**src/rtl/tape_engine_if.sv**
```systemverilog
`timescale 1ns/1ps
`default_nettype none
// ============================================================================
// Module   : tape_engine_if
// Purpose  : Command/response bundle for the tape engine. Holds one command
//            channel with a valid/ready handshake and a READ response channel
//            that has no backpressure.
// Signals  : cmd_valid  command present                 (master -> slave)
//            cmd_ready  engine accepts a command        (slave  -> master)
//            cmd_op     opcode, 3 bits                  (master -> slave)
//            cmd_arg    amount / distance / value       (master -> slave)
//            rsp_valid  one-cycle READ data pulse       (slave  -> master)
//            rsp_data   READ result, held between READs (slave  -> master)
// Revision : 1.0  initial release
// ============================================================================
interface tape_engine_if #(
   parameter int DATA_W = 8
) ();
   logic              cmd_valid;
   logic              cmd_ready;
   logic [2:0]        cmd_op;
   logic [DATA_W-1:0] cmd_arg;
   logic              rsp_valid;
   logic [DATA_W-1:0] rsp_data;

   modport master (
      output cmd_valid, cmd_op, cmd_arg,
      input  cmd_ready, rsp_valid, rsp_data
   );

   modport slave (
      input  cmd_valid, cmd_op, cmd_arg,
      output cmd_ready, rsp_valid, rsp_data
   );
endinterface
`default_nettype wire

```
**src/rtl/tape_engine.sv**
```systemverilog
`timescale 1ns/1ps
`default_nettype none
// ============================================================================
// Module   : tape_engine
// Purpose  : Tape datapath: cell RAM, cell pointer and a cached copy of the
//            current cell behind one command port. Supports ADD/SUB, pointer
//            moves with refetch, READ/WRITE, and a full-tape CLEAR that also
//            runs after every reset. Wrap or saturate behaviour is selectable
//            for the pointer and for cell arithmetic.
// Params   : DATA_W    cell width (and cmd_arg width)
//            ADDR_W    pointer width, DEPTH = 2**ADDR_W
//            PTR_WRAP  1 wrap pointer, 0 clamp pointer and set err
//            CELL_WRAP 1 wrap cell arithmetic, 0 saturate cell arithmetic
// Ports    : clk        clock, all state changes on the rising edge
//            rst_n      asynchronous active-low reset
//            bus        command/response interface (slave side)
//            ptr        current pointer
//            cell_zero  cached current cell is zero
//            err        sticky flag, set by a clamped pointer move
// Revision : 1.0  initial release
// ============================================================================
module tape_engine #(
   parameter int DATA_W    = 8,
   parameter int ADDR_W    = 8,
   parameter int PTR_WRAP  = 1,
   parameter int CELL_WRAP = 1
) (
   input  logic              clk,
   input  logic              rst_n,
   tape_engine_if.slave      bus,
   output logic [ADDR_W-1:0] ptr,
   output logic              cell_zero,
   output logic              err
);

   localparam int DEPTH = 2 ** ADDR_W;
   // Pointer arithmetic width: wide enough for both operands plus carry/borrow.
   localparam int PW    = ((ADDR_W > DATA_W) ? ADDR_W : DATA_W) + 1;

   localparam logic [2:0] OP_NOP   = 3'd0;
   localparam logic [2:0] OP_ADD   = 3'd1;
   localparam logic [2:0] OP_SUB   = 3'd2;
   localparam logic [2:0] OP_RIGHT = 3'd3;
   localparam logic [2:0] OP_LEFT  = 3'd4;
   localparam logic [2:0] OP_READ  = 3'd5;
   localparam logic [2:0] OP_WRITE = 3'd6;
   localparam logic [2:0] OP_CLEAR = 3'd7;

   typedef enum logic [1:0] {
      S_CLEAR     = 2'd0,
      S_IDLE      = 2'd1,
      S_FETCH_REQ = 2'd2,
      S_FETCH_CAP = 2'd3
   } state_t;

   state_t            state;
   logic [ADDR_W-1:0] clr_addr;
   logic [ADDR_W-1:0] ptr_q;
   logic [DATA_W-1:0] cur;
   logic [DATA_W-1:0] rd_data;
   logic [DATA_W-1:0] rsp_data_q;
   logic              ready_q;
   logic              rsp_valid_q;
   logic              err_q;

   logic [DATA_W-1:0] mem [DEPTH];

   logic [DATA_W-1:0] arg;
   logic [2:0]        op;
   logic              accept;

   assign arg    = bus.cmd_arg;
   assign op     = bus.cmd_op;
   // ready_q is high exactly while the FSM sits in IDLE.
   assign accept = ready_q & bus.cmd_valid;

   // ------------------------------------------------------------------------
   // Cell arithmetic (one extra bit exposes carry / borrow)
   // ------------------------------------------------------------------------
   logic [DATA_W:0]   add_full;
   logic [DATA_W:0]   sub_full;
   logic [DATA_W-1:0] add_res;
   logic [DATA_W-1:0] sub_res;

   always_comb begin
      add_full = {1'b0, cur} + {1'b0, arg};
      sub_full = {1'b0, cur} - {1'b0, arg};
      add_res  = add_full[DATA_W-1:0];
      sub_res  = sub_full[DATA_W-1:0];
      if (CELL_WRAP == 0) begin
         if (add_full[DATA_W]) add_res = '1;
         if (sub_full[DATA_W]) sub_res = '0;
      end
   end

   // ------------------------------------------------------------------------
   // Pointer arithmetic
   // ------------------------------------------------------------------------
   logic [PW-1:0]     ptr_x;
   logic [PW-1:0]     arg_x;
   logic [PW-1:0]     right_full;
   logic [PW-1:0]     left_full;
   logic              right_oor;
   logic              left_oor;
   logic [ADDR_W-1:0] right_res;
   logic [ADDR_W-1:0] left_res;

   assign ptr_x      = {{(PW-ADDR_W){1'b0}}, ptr_q};
   assign arg_x      = {{(PW-DATA_W){1'b0}}, arg};
   assign right_full = ptr_x + arg_x;
   assign left_full  = ptr_x - arg_x;
   // Anything above the pointer range is past DEPTH-1; the top bit of the
   // difference is the borrow of a move below 0.
   assign right_oor  = |right_full[PW-1:ADDR_W];
   assign left_oor   = left_full[PW-1];

   always_comb begin
      right_res = right_full[ADDR_W-1:0];
      left_res  = left_full[ADDR_W-1:0];
      if (PTR_WRAP == 0) begin
         if (right_oor) right_res = '1;
         if (left_oor)  left_res  = '0;
      end
   end

   // ------------------------------------------------------------------------
   // RAM write port: clear sweep or write-through of the current cell
   // ------------------------------------------------------------------------
   logic              mem_we;
   logic [ADDR_W-1:0] mem_waddr;
   logic [DATA_W-1:0] mem_wdata;

   always_comb begin
      mem_we    = 1'b0;
      mem_waddr = ptr_q;
      mem_wdata = '0;
      if (state == S_CLEAR) begin
         mem_we    = 1'b1;
         mem_waddr = clr_addr;
      end else if (accept) begin
         case (op)
            OP_ADD: begin
               mem_we    = 1'b1;
               mem_wdata = add_res;
            end
            OP_SUB: begin
               mem_we    = 1'b1;
               mem_wdata = sub_res;
            end
            OP_WRITE: begin
               mem_we    = 1'b1;
               mem_wdata = arg;
            end
            default: ;
         endcase
      end
   end

   // RAM is deliberately not reset; the clear sweep initialises it.
   always_ff @(posedge clk) begin
      if (mem_we) mem[mem_waddr] <= mem_wdata;
      if (state == S_FETCH_REQ) rd_data <= mem[ptr_q];
   end

   // ------------------------------------------------------------------------
   // Control FSM
   // ------------------------------------------------------------------------
   always_ff @(posedge clk or negedge rst_n) begin
      if (!rst_n) begin
         state       <= S_CLEAR;
         clr_addr    <= '0;
         ptr_q       <= '0;
         cur         <= '0;
         ready_q     <= 1'b0;
         rsp_valid_q <= 1'b0;
         rsp_data_q  <= '0;
         err_q       <= 1'b0;
      end else begin
         rsp_valid_q <= 1'b0;
         case (state)
            S_CLEAR: begin
               cur      <= '0;
               clr_addr <= clr_addr + 1'b1;
               if (&clr_addr) begin
                  state   <= S_IDLE;
                  ready_q <= 1'b1;
               end
            end
            S_IDLE: begin
               if (bus.cmd_valid) begin
                  case (op)
                     OP_NOP:   ;
                     OP_ADD:   cur <= add_res;
                     OP_SUB:   cur <= sub_res;
                     OP_WRITE: cur <= arg;
                     OP_READ: begin
                        rsp_valid_q <= 1'b1;
                        rsp_data_q  <= cur;
                     end
                     OP_RIGHT: begin
                        ptr_q   <= right_res;
                        if (PTR_WRAP == 0 && right_oor) err_q <= 1'b1;
                        state   <= S_FETCH_REQ;
                        ready_q <= 1'b0;
                     end
                     OP_LEFT: begin
                        ptr_q   <= left_res;
                        if (PTR_WRAP == 0 && left_oor) err_q <= 1'b1;
                        state   <= S_FETCH_REQ;
                        ready_q <= 1'b0;
                     end
                     OP_CLEAR: begin
                        state    <= S_CLEAR;
                        clr_addr <= '0;
                        cur      <= '0;
                        ready_q  <= 1'b0;
                     end
                     default: ;
                  endcase
               end
            end
            S_FETCH_REQ: begin
               state <= S_FETCH_CAP;
            end
            S_FETCH_CAP: begin
               cur     <= rd_data;
               state   <= S_IDLE;
               ready_q <= 1'b1;
            end
            default: begin
               state    <= S_CLEAR;
               clr_addr <= '0;
               ready_q  <= 1'b0;
            end
         endcase
      end
   end

   assign bus.cmd_ready = ready_q;
   assign bus.rsp_valid = rsp_valid_q;
   assign bus.rsp_data  = rsp_data_q;
   assign ptr           = ptr_q;
   assign err           = err_q;
   assign cell_zero     = (cur == '0);

endmodule
`default_nettype wire

```
**src/flat_wrapper.sv**
```systemverilog
// flat-port wrapper written by rule: the top's interface ports become plain ports
module tape_engine_flat 
#(
   parameter int DATA_W    = 8,
   parameter int ADDR_W    = 8,
   parameter int PTR_WRAP  = 1,
   parameter int CELL_WRAP = 1
)
  (clk, rst_n, ptr, cell_zero, err, bus_cmd_valid, bus_cmd_op, bus_cmd_arg, bus_cmd_ready, bus_rsp_valid, bus_rsp_data);
  tape_engine_if #(.DATA_W(DATA_W)) bus_i ();
  input  logic clk;
  input  logic rst_n;
  output logic [ADDR_W-1:0] ptr;
  output logic cell_zero;
  output logic err;
  input wire logic [$bits(bus_i.cmd_valid)-1:0] bus_cmd_valid;
  input wire logic [$bits(bus_i.cmd_op)-1:0] bus_cmd_op;
  input wire logic [$bits(bus_i.cmd_arg)-1:0] bus_cmd_arg;
  output wire logic [$bits(bus_i.cmd_ready)-1:0] bus_cmd_ready;
  output wire logic [$bits(bus_i.rsp_valid)-1:0] bus_rsp_valid;
  output wire logic [$bits(bus_i.rsp_data)-1:0] bus_rsp_data;
  assign bus_i.cmd_valid = bus_cmd_valid;
  assign bus_i.cmd_op = bus_cmd_op;
  assign bus_i.cmd_arg = bus_cmd_arg;
  assign bus_cmd_ready = bus_i.cmd_ready;
  assign bus_rsp_valid = bus_i.rsp_valid;
  assign bus_rsp_data = bus_i.rsp_data;
  tape_engine #(.DATA_W(DATA_W), .ADDR_W(ADDR_W), .PTR_WRAP(PTR_WRAP), .CELL_WRAP(CELL_WRAP)) u_core (.clk(clk), .rst_n(rst_n), .bus(bus_i), .ptr(ptr), .cell_zero(cell_zero), .err(err));
endmodule
```
**config.mk**
```make
export PLATFORM = sky130hd
export DESIGN_NAME = tape_engine_flat
export DESIGN_NICKNAME = d
export VERILOG_FILES = /design/src/rtl/tape_engine_if.sv /design/src/rtl/tape_engine.sv /design/src/flat_wrapper.sv
export SDC_FILE = /design/constraint.sdc
export NUM_CORES = 2
export LEC_CHECK = 0
export CAP_MARGIN = 15
export CORE_MARGIN = 2
export CORE_UTILIZATION = 60
export DETAILED_ROUTE_END_ITERATION = 16
export PLACE_DENSITY = 0.78
export SLEW_MARGIN = 15
export SYNTH_ARGS = -nofsm -noshare
export SYNTH_HDL_FRONTEND = slang
export SYNTH_SLANG_ARGS = --single-unit
```
**constraint.sdc**
```tcl
create_clock -name clk -period 27.3 [get_ports clk]
set_input_delay 5.46 -clock clk [delete_from_list [all_inputs] [get_ports clk]]
set_output_delay 5.46 -clock clk [all_outputs]
set_load 0.05 [all_outputs]
```
# After elaboration in Yosys (flattened, before gate mapping)
# Memories as Yosys holds them, arrays and structs flattened. A register that Yosys moved wholly into a read port is not among the register bits.
# Index checks and enable logic that the tools add are counted.
totals:
  word_cells: 72
  latchBits: 0
  ram_bits: 2048
  memories: 1
  register_bits: 36
  output_inout_bits: 20
  rom_bits: 0
memory_table:
  columns: ["name", "depth", "word_bits", "rd", "rd_ports_with_merged_regs", "write_ports", "line", "text"]
  rows:
  - ["u_core.mem", 256, 8, 1, 1, 1, "tape_engine.sv:66", "logic [DATA_W-1:0] mem [DEPTH];"]
classes:
  muxes: 27
  n_eq_ne: 16
  reduce_logical: 15
  n_bitwise: 1
  magnitude_cmp: 0
  add_sub_neg: 5
  shift: 0
  div: 0
  n_mul: 0
ops:
  columns: ["operator", "n"]
  rows:
  - ["8-bit 2-to-1 mux", 6]
  - ["8-bit one-hot mux with 3 select lines", 2]
  - ["8-bit one-hot mux with 2 select lines", 2]
  - ["8-bit one-hot mux with 4 select lines", 1]
  - ["8-bit adder", 2]
  - ["8-bit subtractor", 2]
  - ["3-bit AND reduction", 5]
  - ["3-bit == test, second input constant", 4]
  - ["1-bit 2-to-1 mux", 11]
  - ["8-bit by 1-bit adder with 8-bit output, second input constant", 1]
  - ["8-bit logical NOT", 1]
  - ["2-bit inequality test, second input constant", 4]
  - ["2-bit one-hot mux with 4 select lines", 1]
  - ["8-bit AND reduction", 1]
  - ["3-bit by 2-bit == test with 1-bit output, second input constant", 2]
  - ["3-bit OR reduction", 2]
  - ["5-bit by 2-bit inequality test with 1-bit output, second input constant", 1]
  - ["2-bit == test, second input constant", 2]
  - ["2-bit 2-to-1 mux", 2]
  - ["2-bit one-hot mux with 2 select lines", 1]
  - ["4-bit AND reduction", 1]
  - ["2-bit nonzero test", 2]
  - ["3-bit by 1-bit == test with 1-bit output, second input constant", 1]
  - ["3-bit inequality test, second input constant", 1]
  - ["other kinds (6)", 6]

# Longest topological paths before layout
depth:
  ltp_word: 7
  mapped_depth: 16
  depth_no_buf: 12

# Least setup slack after synthesis
# OpenSTA, ideal clock, no wires.
synth_path:
  kind: "input -> register"
  startpoint: "input port bus_cmd_arg[3]"
  endpoint: "memory u_core.mem[0][7], data pin"
  setup_slack_ns: 7.980
  path_buffers: 1
  t_arrival_ns: 17.074
  path_stages: 10
  setup_ns: 2.246
  cell_sequence: "inv_1 ha_1 clkbuf_1 nor3_1 o21ai_0 a31oi_1 xnor2_1 nor2_1 nand2_1 a211oi_1"
synth_between:
  elab_chain_cells: 4
  word_cells_on_any_way: 5
synth_rtl:
  columns: ["element", "line", "text"]
  rows:
  - ["start, declared", "flat_wrapper.sv:18", "input wire logic [$bits(bus_i.cmd_arg)-1:0] bus_cmd_arg;"]
  - ["8-bit subtractor or 8-bit adder (tied branches)", "tape_engine.sv:87, tape_engine.sv:86", null]
  - ["8-bit one-hot mux with 3 select lines *", "tape_engine.sv:141", "case (op)"]
  - ["8-bit 2-to-1 mux *", "tape_engine.sv:140", "end else if (accept) begin"]
  - ["8-bit 2-to-1 mux *", "tape_engine.sv:137", "if (state == S_CLEAR) begin"]
  - ["net u_core.mem_wdata[7]", "tape_engine.sv:131", "logic [DATA_W-1:0] mem_wdata;"]
  - ["end, declared", "tape_engine.sv:66", null]
# The timed path passes the listed nets; every way through them passes the cells marked *.

# Worst setup path in the final report
layout_path:
  startpoint: "input port bus_cmd_arg[1]"
  endpoint: "memory u_core.mem[4][3], data pin"
# Same word-level chain as after synthesis.

==> metrics.md <==
| Metric | Value |
|---|---|
| Status | complete, no violations |
| Final Cycle Share | 36.3% |
| Critical Path Sink Type | flop |
| Die extent in x | 376 um |
| Multiplexer share of the synthesized area | 15.6% |
| Clk_skew | 0.0502 ns |
| Die H | 376 um |
| Routability Congestion | 0.916 |
| Area growth from synthesis to layout | 9.90% |
| Row count | 136 |
| EDFF count, synth | 2056 |
| Adder-Cell Fraction of Synth Area | 0.510% |
| WS Path Type | primary input to flop |
| Die area | 0.141 mm2 |
| Final Max Slew Viols | 0 |
| CP required | 27.77 ns |
| Tmin final | 9.91 ns |
| Post-DP HPWL | 115000 um |
| Top Family by Delay on Critical Path | buffers and inverters |
| Crit-path most repeated cell | buf_4 |
| Filler cell count in the final layout | 8294 |
| Post-synth cell types | 75 |
| Largest family of logic cells by synthesized area | multiplexers |
| Asr flop ratio synth | 1.72% |
| Cell Area, Synth | 0.0828 mm2 |
| Ports | 34 |
| Sinks on Clock Net | 2092 |
| Post-layout util | 66.3% |
| Synth Register Bits | 2092 |
| First-pass GRT wire length | 292000 um |
| Crit path launch | bus_cmd_arg[1] |
| Register area share after synthesis | 75.6% |
| Worst-Margin Slew | 1.37 ns |
| Setup violations, final | 0 |
| Initial Util | 60.3% |
| Pleak | 0.0285 uW |
| Synth Flop Type | edfxtp_1 |
| Drt initial violations | 6152 |
| Inserted Clock Buffers | 196 |
| Postcts setup bufs | 0 |
| Per-cell routed wire length | 33.4 um |
| Relative slew slack | 6.40% |
| Mean Syn Cell Area | 20.8 um2 |
| Share of layout cells above drive strength 1 | 21.7% |
| Yosys Warn Count | 1 |
| Sum of buffers and inverters on the critical path | 5 |
| FF-to-FF setup slack | 20.89 ns |
| Pin count of the biggest net entering global routing | 257 |
| Power Dens Cells | 96.9 mW/mm2 |
| Final antenna-violating net count | 0 |
| XOR/XNOR share of the synthesized area | 0.264% |
| Core ar. | 0.137 mm2 |
| HP Start | u_core.bus.rsp_data[4]$_DFFE_PN0P_ |
| Clock transition at path regs | 0.06 ns |
| CP Launch Type | primary input |
| Clk Latency, worst-skew pair | 0.83 ns |
| H-tree depth | 4 |
| Remaining DRCs | 0 |
| Synthesized Nets | 4031 |
| Initial antenna violation count | 7 |
| Number of global-route vias before repair | 41600 |
| Simple-gate area share of the yosys netlist | 3.02% |
| CTS tree | yes |
| Crit path max fanout | 98 |
| Nets | 4109 |
| Vias/cell | 6.94 |
| GRT Overall Usage | 29.0% |
| Remaining global-route overflow | 0 |
| CTS hold repair buffers | 0 |
| Vias | 41800 |
| Total Wirelength | 201000 um |
| CP max stage cell | buf_4 |
| Cell count after synthesis | 3985 |
| Synth Area in Compound Gates | 2.95% |
| WHS | 0.505 ns |
| CTS max path bufs | 3 |
| Root buffer cell | clkbuf_16 |
| Non-Filler Instances | 6026 |
| Crit path cell chain | clkdlybuf4s50_1 -> inv_1 -> ha_1 -> nor2b_1 -> o31ai_1 -> a31oi_1 -> nor2_1 -> a21oi_1 -> nor2_4 -> buf_4 -> buf_4 -> buf_4 |
| Worst Hold Class | flop to flop |
| Max-cap violations | 0 |
| Dpl cells | 5655 |
| Endpoints failing hold | 0 |
| Critical Path Max Stage Delay | 0.88 ns |
| Max IR drop VDD | 0.0769 mV |
| CP arrival | 10.38 ns |
| Final setup TNS | 0 ns |
| Port bufs | 32 |
| Max Fclk | 101 MHz |
| Worst r2r src | u_core.ptr[0]$_DFFE_PN0P_ |
| RSZ-0062 raised after global routing | false |
| Post-CTS sizing | 0 |
| DR pass1 iterations | 9 |
-- layout by cell type, fill, tap and decap left out, drive strengths merged, types with 15 or more instances in the layout --
master,Yosys,routed
clkinv,1,81
nor3,17,17
ha,29,29
nand2,116,116
a211oi,31,31
a21oi,59,59
nor2b,21,21
mux2i,111,111
dfrtp,36,36
bufinv,0,19
mux4,517,517
nor2,326,326
inv,27,32
xnor2,15,15
mux2,18,18
clkdlybuf4s50,0,31
clkbuf,72,260
buf,156,77
o22ai,94,94
edfxtp,2056,2056
nand3,23,23
o221ai,18,18
o21ai,57,57
a22oi,21,21
nand2b,16,16
-- cell usage after synthesis (all sizes together) (3+ instances only) --
cell	instances	area share (%)
nand2	116	0.56
ha	29	0.44
o31ai	6	0.054
xnor2	15	0.16
a31oi	14	0.11
buf	156	1.5
o21a	6	0.054
nand4	4	0.030
mux2i	111	1.3
nor2b	21	0.16
a21oi	59	0.36
nor3	17	0.11
o211ai	14	0.13
clkbuf	72	0.33
o22ai	94	0.71
fa	3	0.072
or4	3	0.027
mux2	18	0.24
or2	3	0.023
o32ai	3	0.063
nor2	326	1.5
nand2b	16	0.12
edfxtp	2056	75
a211oi	31	0.28
dfrtp	36	1.1
a21o	5	0.045
inv	27	0.13
mux4	517	14
nand3	23	0.14
nor4b	7	0.10
o221ai	18	0.19
a22oi	21	0.19
xor2	10	0.11
a221oi	3	0.032
a2111oi	14	0.17
o211a	5	0.060
o21ai	57	0.34
nor4	10	0.076
and2	10	0.076
-- where the power goes --
part | internal, uW | switching (uW)
combinational | 974 | 1480
clock | 1550 | 1170
sequential | 3570 | 84.2
total | 6090 | 2740
-- sequential cells by signal, indices dropped and copies added, names as in the netlist --
name,count
u_core.mem,2048
u_core.bus.rsp_data,8
u_core.ptr,8
u_core.bus.cmd_ready,1
u_core.clr_addr,8
u_core.bus.rsp_valid,1
u_core.state,2
u_core.cur,8
u_core.rd_data,8
-- layer usage --
| layer | track usage (%) | share of wire (%) | wire (um) |
|---|---|---|---|
| met5 | 0 | 0.062 | 125 |
| met4 | 13.1 | 5.2 | 10400 |
| met3 | 7.41 | 11 | 22800 |
| met2 | 44.7 | 47 | 95100 |
| met1 | 39.6 | 36 | 72900 |
-- cell families after synthesis --
family                     Yosys count
muxes                              646
xor gates and xnor gates            25
adders and majority gates           32
AOI/OAI and AO/OA                  365
buffers and inverters              256
other                                1
DFF                               2092
and+or+nand+nor                    568
-- cell type report --
cell class                 instances  area, um2  area share, %
inverter                          28        110          0.121
antenna                            2       5.00        0.00550
sequential                      2092      62700           68.8
tap                             1794       2240           2.47
clock buffer                     260       5330           5.86
timing repair buffer             108       1020           1.12
multi-input combinational       1637      18700           20.5
clock inverter                   105       1030           1.13
-- worst paths after layout --
| path | endpoint | cells after the start |
|---|---|---|
| max | u_core.mem[4][3]$_DFFE_PP_ | 12 |
| min | u_core.bus.rsp_data[4]$_DFFE_PN0P_ | 1 |
| max reg2reg | u_core.rd_data[0]$_DFFE_PN_ | 9 |
| min reg2reg | u_core.bus.rsp_data[4]$_DFFE_PN0P_ | 1 |
| max in group asynchronous | u_core.ptr[0]$_DFFE_PN0P_ | 1 |
| min in group asynchronous | u_core.bus.rsp_data[6]$_DFFE_PN0P_ | 1 |
-- metrics by stage --
stage | worst slack [ns] | cell area, um2 | power (uW)
final | 17.39 | 91100 | 8830
after global placement | 16.88 | 84600 | 6070
after floorplan | 7.98 | 82800 | 5390
after global routing | 17.04 | 91000 | 9050
after detailed placement | 16.69 | 84600 | 6100
after CTS | 17.54 | 90900 | 8800
Note: power is estimated with default switching activity, not from simulation.
